### config.mk
export PLATFORM = sky130hd
export DESIGN_NAME = pixel_map_scheduler
export DESIGN_NICKNAME = d
export VERILOG_FILES = /design/src/rtl/pixel_map_scheduler.sv
export SDC_FILE = /design/constraint.sdc
export NUM_CORES = 1
export LEC_CHECK = 0
export BUFFER_PORTS_ARGS = -buffer_cell sky130_fd_sc_hd__buf_2
export CAP_MARGIN = 20
export CORE_MARGIN = 5
export CORE_UTILIZATION = 47
export DETAILED_ROUTE_END_ITERATION = 16
export PLACE_DENSITY = 0.72
export SYNTH_ARGS = -nofsm -noshare
export SYNTH_HDL_FRONTEND = slang
export SYNTH_SLANG_ARGS = --single-unit
### constraint.sdc
create_clock -name clk -period 2.4 [get_ports clk]
set_clock_uncertainty 0.1 [all_clocks]
set_input_delay 0.24 -clock clk [delete_from_list [all_inputs] [get_ports clk]]
set_output_delay 0.24 -clock clk [all_outputs]
set_load 0.1 [all_outputs]
### src/rtl/pixel_map_scheduler.sv
// rtl/pixel_map_scheduler.sv - frame sequencer: coefficient commit, raster walk, mapper handshake, frame-buffer writes
module pixel_map_scheduler #(
    parameter int H_ACTIVE = 640,
    parameter int V_ACTIVE = 480,
    parameter int MAX_WAIT = 63
) (
    input  logic               clk,
    input  logic               reset_n,
    input  logic               frame_start,
    input  logic               coef_load,
    input  logic signed [25:0] c1_in,
    input  logic signed [25:0] c2_in,
    input  logic signed [27:0] c3_in,
    input  logic signed [24:0] c4_in,
    input  logic signed [24:0] c5_in,
    input  logic signed [26:0] c6_in,
    input  logic signed [17:0] c7_in,
    input  logic signed [17:0] c8_in,
    input  logic signed [19:0] c9_in,
    output logic signed [25:0] p1,
    output logic signed [25:0] p2,
    output logic signed [27:0] p3,
    output logic signed [24:0] p4,
    output logic signed [24:0] p5,
    output logic signed [26:0] p6,
    output logic signed [17:0] p7,
    output logic signed [17:0] p8,
    output logic signed [19:0] p9,
    output logic [9:0]         map_x,
    output logic [8:0]         map_y,
    output logic               map_start,
    input  logic               map_ready,
    input  logic [9:0]         map_ox,
    input  logic [8:0]         map_oy,
    input  logic               map_neg,
    output logic               wr_en,
    output logic [18:0]        wr_addr,
    output logic [9:0]         wr_src_x,
    output logic [8:0]         wr_src_y,
    input  logic               wr_ready,
    output logic               busy,
    output logic               frame_done,
    output logic [18:0]        skip_count,
    output logic               timeout_err
);

    localparam int WW = (MAX_WAIT < 1) ? 1 : $clog2(MAX_WAIT + 1);
    localparam logic [WW-1:0] WAIT_LIM = WW'(MAX_WAIT);
    localparam logic [9:0]    X_LAST   = 10'(H_ACTIVE - 1);
    localparam logic [8:0]    Y_LAST   = 9'(V_ACTIVE - 1);
    localparam logic [18:0]   H_W      = 19'(H_ACTIVE);

    typedef enum logic [2:0] {IDLE, ISSUE, WAIT, WRITE, NEXT} state_t;

    state_t          state;
    state_t          state_nxt;
    logic [WW-1:0]   wait_cnt;
    logic signed [25:0] s1, s2;
    logic signed [27:0] s3;
    logic signed [24:0] s4, s5;
    logic signed [26:0] s6;
    logic signed [17:0] s7, s8;
    logic signed [19:0] s9;

    logic accept, out_of_range, timed_out, last_col, last_row, skip_inc;

    assign accept       = (state == IDLE) && frame_start;
    assign out_of_range = map_neg || (map_ox > X_LAST) || (map_oy > Y_LAST);
    assign timed_out    = !map_ready && (wait_cnt == WAIT_LIM);
    assign last_col     = (map_x == X_LAST);
    assign last_row     = (map_y == Y_LAST);
    assign skip_inc     = (state == WAIT) && ((map_ready && out_of_range) || timed_out);
    assign wr_src_x     = map_x;
    assign wr_src_y     = map_y;

    always_ff @(posedge clk or negedge reset_n) begin
        if (!reset_n) state <= IDLE;
        else          state <= state_nxt;
    end

    always_comb begin
        state_nxt = state;
        case (state)
            IDLE:  if (frame_start) state_nxt = ISSUE;
            ISSUE: state_nxt = WAIT;
            WAIT: begin
                if (map_ready)      state_nxt = out_of_range ? NEXT : WRITE;
                else if (timed_out) state_nxt = NEXT;
            end
            WRITE: if (wr_ready) state_nxt = NEXT;
            NEXT:  state_nxt = (last_col && last_row) ? IDLE : ISSUE;
            default: state_nxt = IDLE;
        endcase
    end

    always_comb begin
        map_start = (state == ISSUE);
        wr_en     = (state == WRITE);
        busy      = (state != IDLE);
    end

    // Shadow bank takes loads any time; active bank changes only on an accepted frame start.
    always_ff @(posedge clk or negedge reset_n) begin
        if (!reset_n) begin
            s1 <= '0; s2 <= '0; s3 <= '0; s4 <= '0; s5 <= '0;
            s6 <= '0; s7 <= '0; s8 <= '0; s9 <= '0;
            p1 <= '0; p2 <= '0; p3 <= '0; p4 <= '0; p5 <= '0;
            p6 <= '0; p7 <= '0; p8 <= '0; p9 <= '0;
        end else begin
            if (coef_load) begin
                s1 <= c1_in; s2 <= c2_in; s3 <= c3_in; s4 <= c4_in; s5 <= c5_in;
                s6 <= c6_in; s7 <= c7_in; s8 <= c8_in; s9 <= c9_in;
            end
            if (accept) begin
                p1 <= coef_load ? c1_in : s1;
                p2 <= coef_load ? c2_in : s2;
                p3 <= coef_load ? c3_in : s3;
                p4 <= coef_load ? c4_in : s4;
                p5 <= coef_load ? c5_in : s5;
                p6 <= coef_load ? c6_in : s6;
                p7 <= coef_load ? c7_in : s7;
                p8 <= coef_load ? c8_in : s8;
                p9 <= coef_load ? c9_in : s9;
            end
        end
    end

    always_ff @(posedge clk or negedge reset_n) begin
        if (!reset_n) begin
            map_x       <= '0;
            map_y       <= '0;
            wait_cnt    <= '0;
            wr_addr     <= '0;
            skip_count  <= '0;
            timeout_err <= 1'b0;
            frame_done  <= 1'b0;
        end else begin
            frame_done <= (state == NEXT) && last_col && last_row;
            if (accept) begin
                map_x       <= '0;
                map_y       <= '0;
                skip_count  <= '0;
                timeout_err <= 1'b0;
            end else begin
                if (skip_inc && (skip_count != '1)) skip_count <= skip_count + 19'd1;
                if ((state == WAIT) && timed_out)   timeout_err <= 1'b1;
            end
            if (state == ISSUE)                 wait_cnt <= '0;
            else if ((state == WAIT) && !map_ready) wait_cnt <= wait_cnt + 1'b1;
            if ((state == WAIT) && map_ready)
                wr_addr <= {10'd0, map_oy} * H_W + {9'd0, map_ox};
            if ((state == NEXT) && !(last_col && last_row)) begin
                if (last_col) begin
                    map_x <= '0;
                    map_y <= map_y + 9'd1;
                end else begin
                    map_x <= map_x + 10'd1;
                end
            end
        end
    end

endmodule

Yosys cells after proc, flatten, opt, wreduce, memory -nomap -nowiden

Index checks and enable logic that the tools add are counted.
W data, S select, Z words.

Output and inout port bits: 294
Flip-flop bits (word level): 494

Add/subtract/negate cells: 5
Multiply operators: 1
Reduce and logical (&&, ||, !) cells: 24
Equality and inequality tests: 11
Order comparisons: 2
Multiplexer cells: 28

Operator list:

| operator                | number |
|---|---|
| $mux W26                | 2 |
| $mux W25                | 2 |
| $mux W19                | 2 |
| $mux W18                | 2 |
| $mux W10                | 3 |
| $mux W28                | 1 |
| $mux W27                | 1 |
| $mux W9                 | 3 |
| $mux W20                | 1 |
| $add A19 B1 Y19 const B | 1 |
| $add A19 B10 Y19        | 1 |
| $ne A19 B19 Y1 const B  | 1 |
| $mux W3                 | 5 |
| $pmux W3 S5             | 1 |
| $logic_and A1 B1 Y1     | 12 |
| $mul A9 B3 Y12 const B  | 1 |
| $mux W6                 | 2 |
| $add A10 B1 Y10 const B | 1 |
| $eq A10 B10 Y1 const B  | 1 |
| $gt A10 B10 Y1 const B  | 1 |
| $add A9 B1 Y9 const B   | 1 |
| $eq A9 B9 Y1 const B    | 1 |
| $gt A9 B9 Y1 const B    | 1 |
| $reduce_bool A2 Y1      | 4 |
| 14 further kinds        | 20 |

Depth between registers and ports, before layout

Depth in word-level cells: 9
Depth in mapped cells: 10
Depth with buffers taken out: 10

Worst setup path before layout

Ideal clock, no wire load.

Kind: register to register
Start point: reg map_x[0]
End point: reg map_y[7]
Library setup time: 0.077 ns
Arrival time: 2.723 ns
Path buffers: 1
Cell stages (with the launch flop): 9
Slack: -0.500 ns
Cells stage by stage: dfrtp_1 -> ha_1 -> and3_1 -> buf_6 -> nand4_4 -> nor3b_4 -> nand3_2 -> or3_1 -> a21oi_1

Word-level cells in the longest chain between the ends: 5

RTL lines:

| element                | line | RTL |
|---|---|---|
| start, declared        | 29   | `output logic [9:0] map_x,` |
| start signal, assigned | 157  | `map_x <= map_x + 10'd1;` |
| $eq A10 B10 Y1 (*)     | 70   | `assign last_col = (map_x == X_LAST);` |
| $logic_and A1 B1 Y1    | 152  | `if ((state == NEXT) && !(last_col && last_row)) begin` |
| $logic_not A1 Y1       | 152  |  |
| $logic_and A1 B1 Y1    | 152  |  |
| $mux W9 (*)            | 152  |  |
| end signal, assigned   | 155  | `map_y <= map_y + 9'd1;` |
| end, declared          | 30   | `output logic [8:0] map_y,` |

Every way passes the cells marked *; elsewhere a longest branch is shown, timed or not.
A chain may end at the register's enable or synchronous reset.

Worst setup path after layout

Start point: reg state[0]
End point: out busy

Word-level cells in the longest chain between the ends: 1

RTL lines:

| element                | line | RTL |
|---|---|---|
| start, declared        | 55   | `state_t state;` |
| start signal, assigned | 78   | `else state <= state_nxt;` |
| $reduce_bool A3 Y1     | 99   | `busy = (state != IDLE);` |
| end, declared          | 41   | `output logic busy,` |

No other way between the ends.

==> qor.yml <==
cts.path.max_buffers: 3
final_cells: 3167
root_buffer: "clkbuf_16"
synth_area_leaders: "dfrtp_1 (62%), nand2_1 (13%), mux2_2 (12%), ha_1 (1.3%), clkbuf_1 (1.1%)"
antenna_found_initial: 7
synthCells: 1796
fin_nets: 2842
cts_tree: "built"
synth_edf_count: 0
cts_sinks: 494
synth_top_area_cell: "dfrtp_1"
path_class: "register to output pin"
place.gp.congestion: 0.862
cp_max_fo: 12
period_needed_ns: 2.31
seq_area_um2: 12400
placed_area_um2: 23600
grt_pass1_wl_um: 99600
tightest_slew_ns: 0.573
dr.pass1.iters: 5
grt_usage: 0.267
whs_ns: 0.0574
cp-start-kind: "register"
hold_path.class: "input port to async pin"
cp-end-kind: "output pin"
synth-seq-cells: 494
dieArea_um2: 46400
cp-startpoint: "state[0]"
dpl.cell_count: 2841
synth_top_area_frac: 0.623
setup_viol: 0
dieHeight_um: 215
wire_per_inst_um: 19.7
r2r_start: "map_x[0]"
grt_max_degree: 94
route.detailed.drc: 0
drv_slew: 0
design_area_um2: 27900
clkTransAtPathRegs_ns: 0.06
status: "finished clean"
syn_nets: 2058
pin_count: 533
ff2ff_path_depth: 7
drt_wl_total_um: 62400
synth.avg_cell_area_um2: 11.0
ant_nets: 0
initial_core_util: 0.474
slew_headroom: 0.620
dp_hpwl_um: 40500
synth_area_um2: 19800
fin_tns_setup_ns: 0
grt_pass1_vias: 18000
avgViaCountPerCell: 5.18
drv_cap: 0
h-tree-depth: 2
grt-ovfl-total: 0
drt_iter0_markers: 1160
fmax_mhz: 434
post-route-period-util: 0.961
synth_cell_types: 57
yosys_warnings: 0
synthArstFlopShare: 1.00
via_count: 16400
required_ns: 2.06
clock_latency_ns: 0.59
area_delta_synth_final_pct: 40.5
layout-drive-gt1-share: 0.365
numPortBuffers: 532
cp_data_arrival_time_ns: 1.97
die_x_um: 215
fillers: 2924
hold_viol_final: 0
cts_buffers: 50
synthFlopType: "dfrtp_1"
core_um2: 41900
yosysSeqAreaShare: 0.623
num_rows: 75
multiInputGateArea_um2: 6980
[what timing repair did]
item	4_1_cts	5_1_grt
resized for setup	0	4
setup buffers	0	0
endpoints found under the hold margin	824	0
hold buffers	226	0
endpoints found under the setup margin	0	4
[flip-flops by register name, indices dropped and copies added, names as in the netlist, 25 cells and up]
name and cells:
s5 25, s1 26, p3 28, s2 26, p5 25, s6 27
s4 25, p1 26, p2 26, p4 25, s3 28, p6 27
[final timing paths]
path | end | slack [ns]
setup / recovery | busy | 0.09
hold / removal | p6[2] | 0.06
setup reg to reg | map_x[3] | 0.14
hold reg to reg | p1[18] | 0.37
max in group asynchronous | s3[3] | 1.24
min in group clk | wr_addr[8] | 0.09
[area by class of cell]
class | count | area share
Sequential cell | 494 | 0.445
Multi-Input combinational cell | 1189 | 0.251
Timing Repair Buffer | 834 | 0.208
Clock buffer | 63 | 0.0507
Tap cell | 539 | 0.0242
Clock inverter | 31 | 0.0198
Inverter | 11 | 0.00148
Antenna cell | 6 | 0.000539
[cell usage after synthesis, types with 2 or more instances]
master and count:
dfrtp_1 494, a211o_1 3, buf_4 19, nor2b_1 7, mux2_2 214, a21oi_1 13
fa_1 2, buf_2 20, nand3_1 19, o31ai_1 2, nand4_4 2, nand2b_1 4
o21ai_0 24, inv_1 11, clkbuf_1 58, nand4b_1 2, xnor2_1 21, o21ai_1 10
a31oi_1 3, o21a_1 4, ha_1 21, or3_1 3, nor3_1 17, o211ai_1 3
nand4_1 13, buf_1 4, and3_2 2, nor3b_1 4, and2_1 3, xor2_1 14
nor4b_1 2, nor2_1 45, and3_1 10, nand2_1 697, nor4_1 4
[stage by stage]
step           worst slack (ns)   util
4_1_cts                  0.0147  0.665
3_3_place_gp             -0.158  0.564
2_1_floorplan          -0.00634      -
3_5_place_dp             -0.225  0.564
6_report                 0.0939  0.666
5_1_grt                 -0.0130  0.666
[routing by layer]
| metal | part of all wire | vias up | GRT usage |
|---|---|---|---|
| met2 | 0.50 | 689 | 0.461 |
| li1 | - | 7399 | - |
| met1 | 0.37 | 8106 | 0.309 |
| met5 | 0.00043 | - | 0 |
| met4 | 0.053 | 4 | 0.128 |
| met3 | 0.077 | 194 | 0.0743 |
[worst max-delay path: stages (launching register included)]
cell and delay, ns:
dfrtp_1 0.55, nor3_1 0.14, buf_4 0.17, inv_1 0.08, buf_2 0.44
[kinds of logic after synthesis]
logic type | after synthesis | synth area share
AOI/OAI and AO/OA | 72 | 0.0223
adders and majority gates | 23 | 0.0153
DFF | 494 | 0.623
and+or+nand+nor | 845 | 0.176
buffers and inverters | 113 | 0.0266
xor gates and xnor gates | 35 | 0.0155
muxes | 214 | 0.121
[cells in the final DEF (no fill, tap or decap), types with 7 or more instances in the layout]
master and count:
dfrtp_1 470, xor2_1 14, dlygate4sd3_1 226, nand4_1 13
bufinv_16 13, nor2b_1 7, a21oi_1 13, dfrtp_2 22
buf_4 55, nand3_1 19, and3_1 10, mux2_2 214
clkinv_2 9, nand2_1 696, inv_1 11, nor2_1 45
buf_2 529, ha_1 19, xnor2_1 21, clkbuf_8 10
buf_12 22, nor3_1 17, o21ai_0 24, clkbuf_16 51
o21ai_1 10
Power is left out: the tool's default activity adds up to more than one toggle a clock period on the data nets, which glitch-free logic cannot reach.
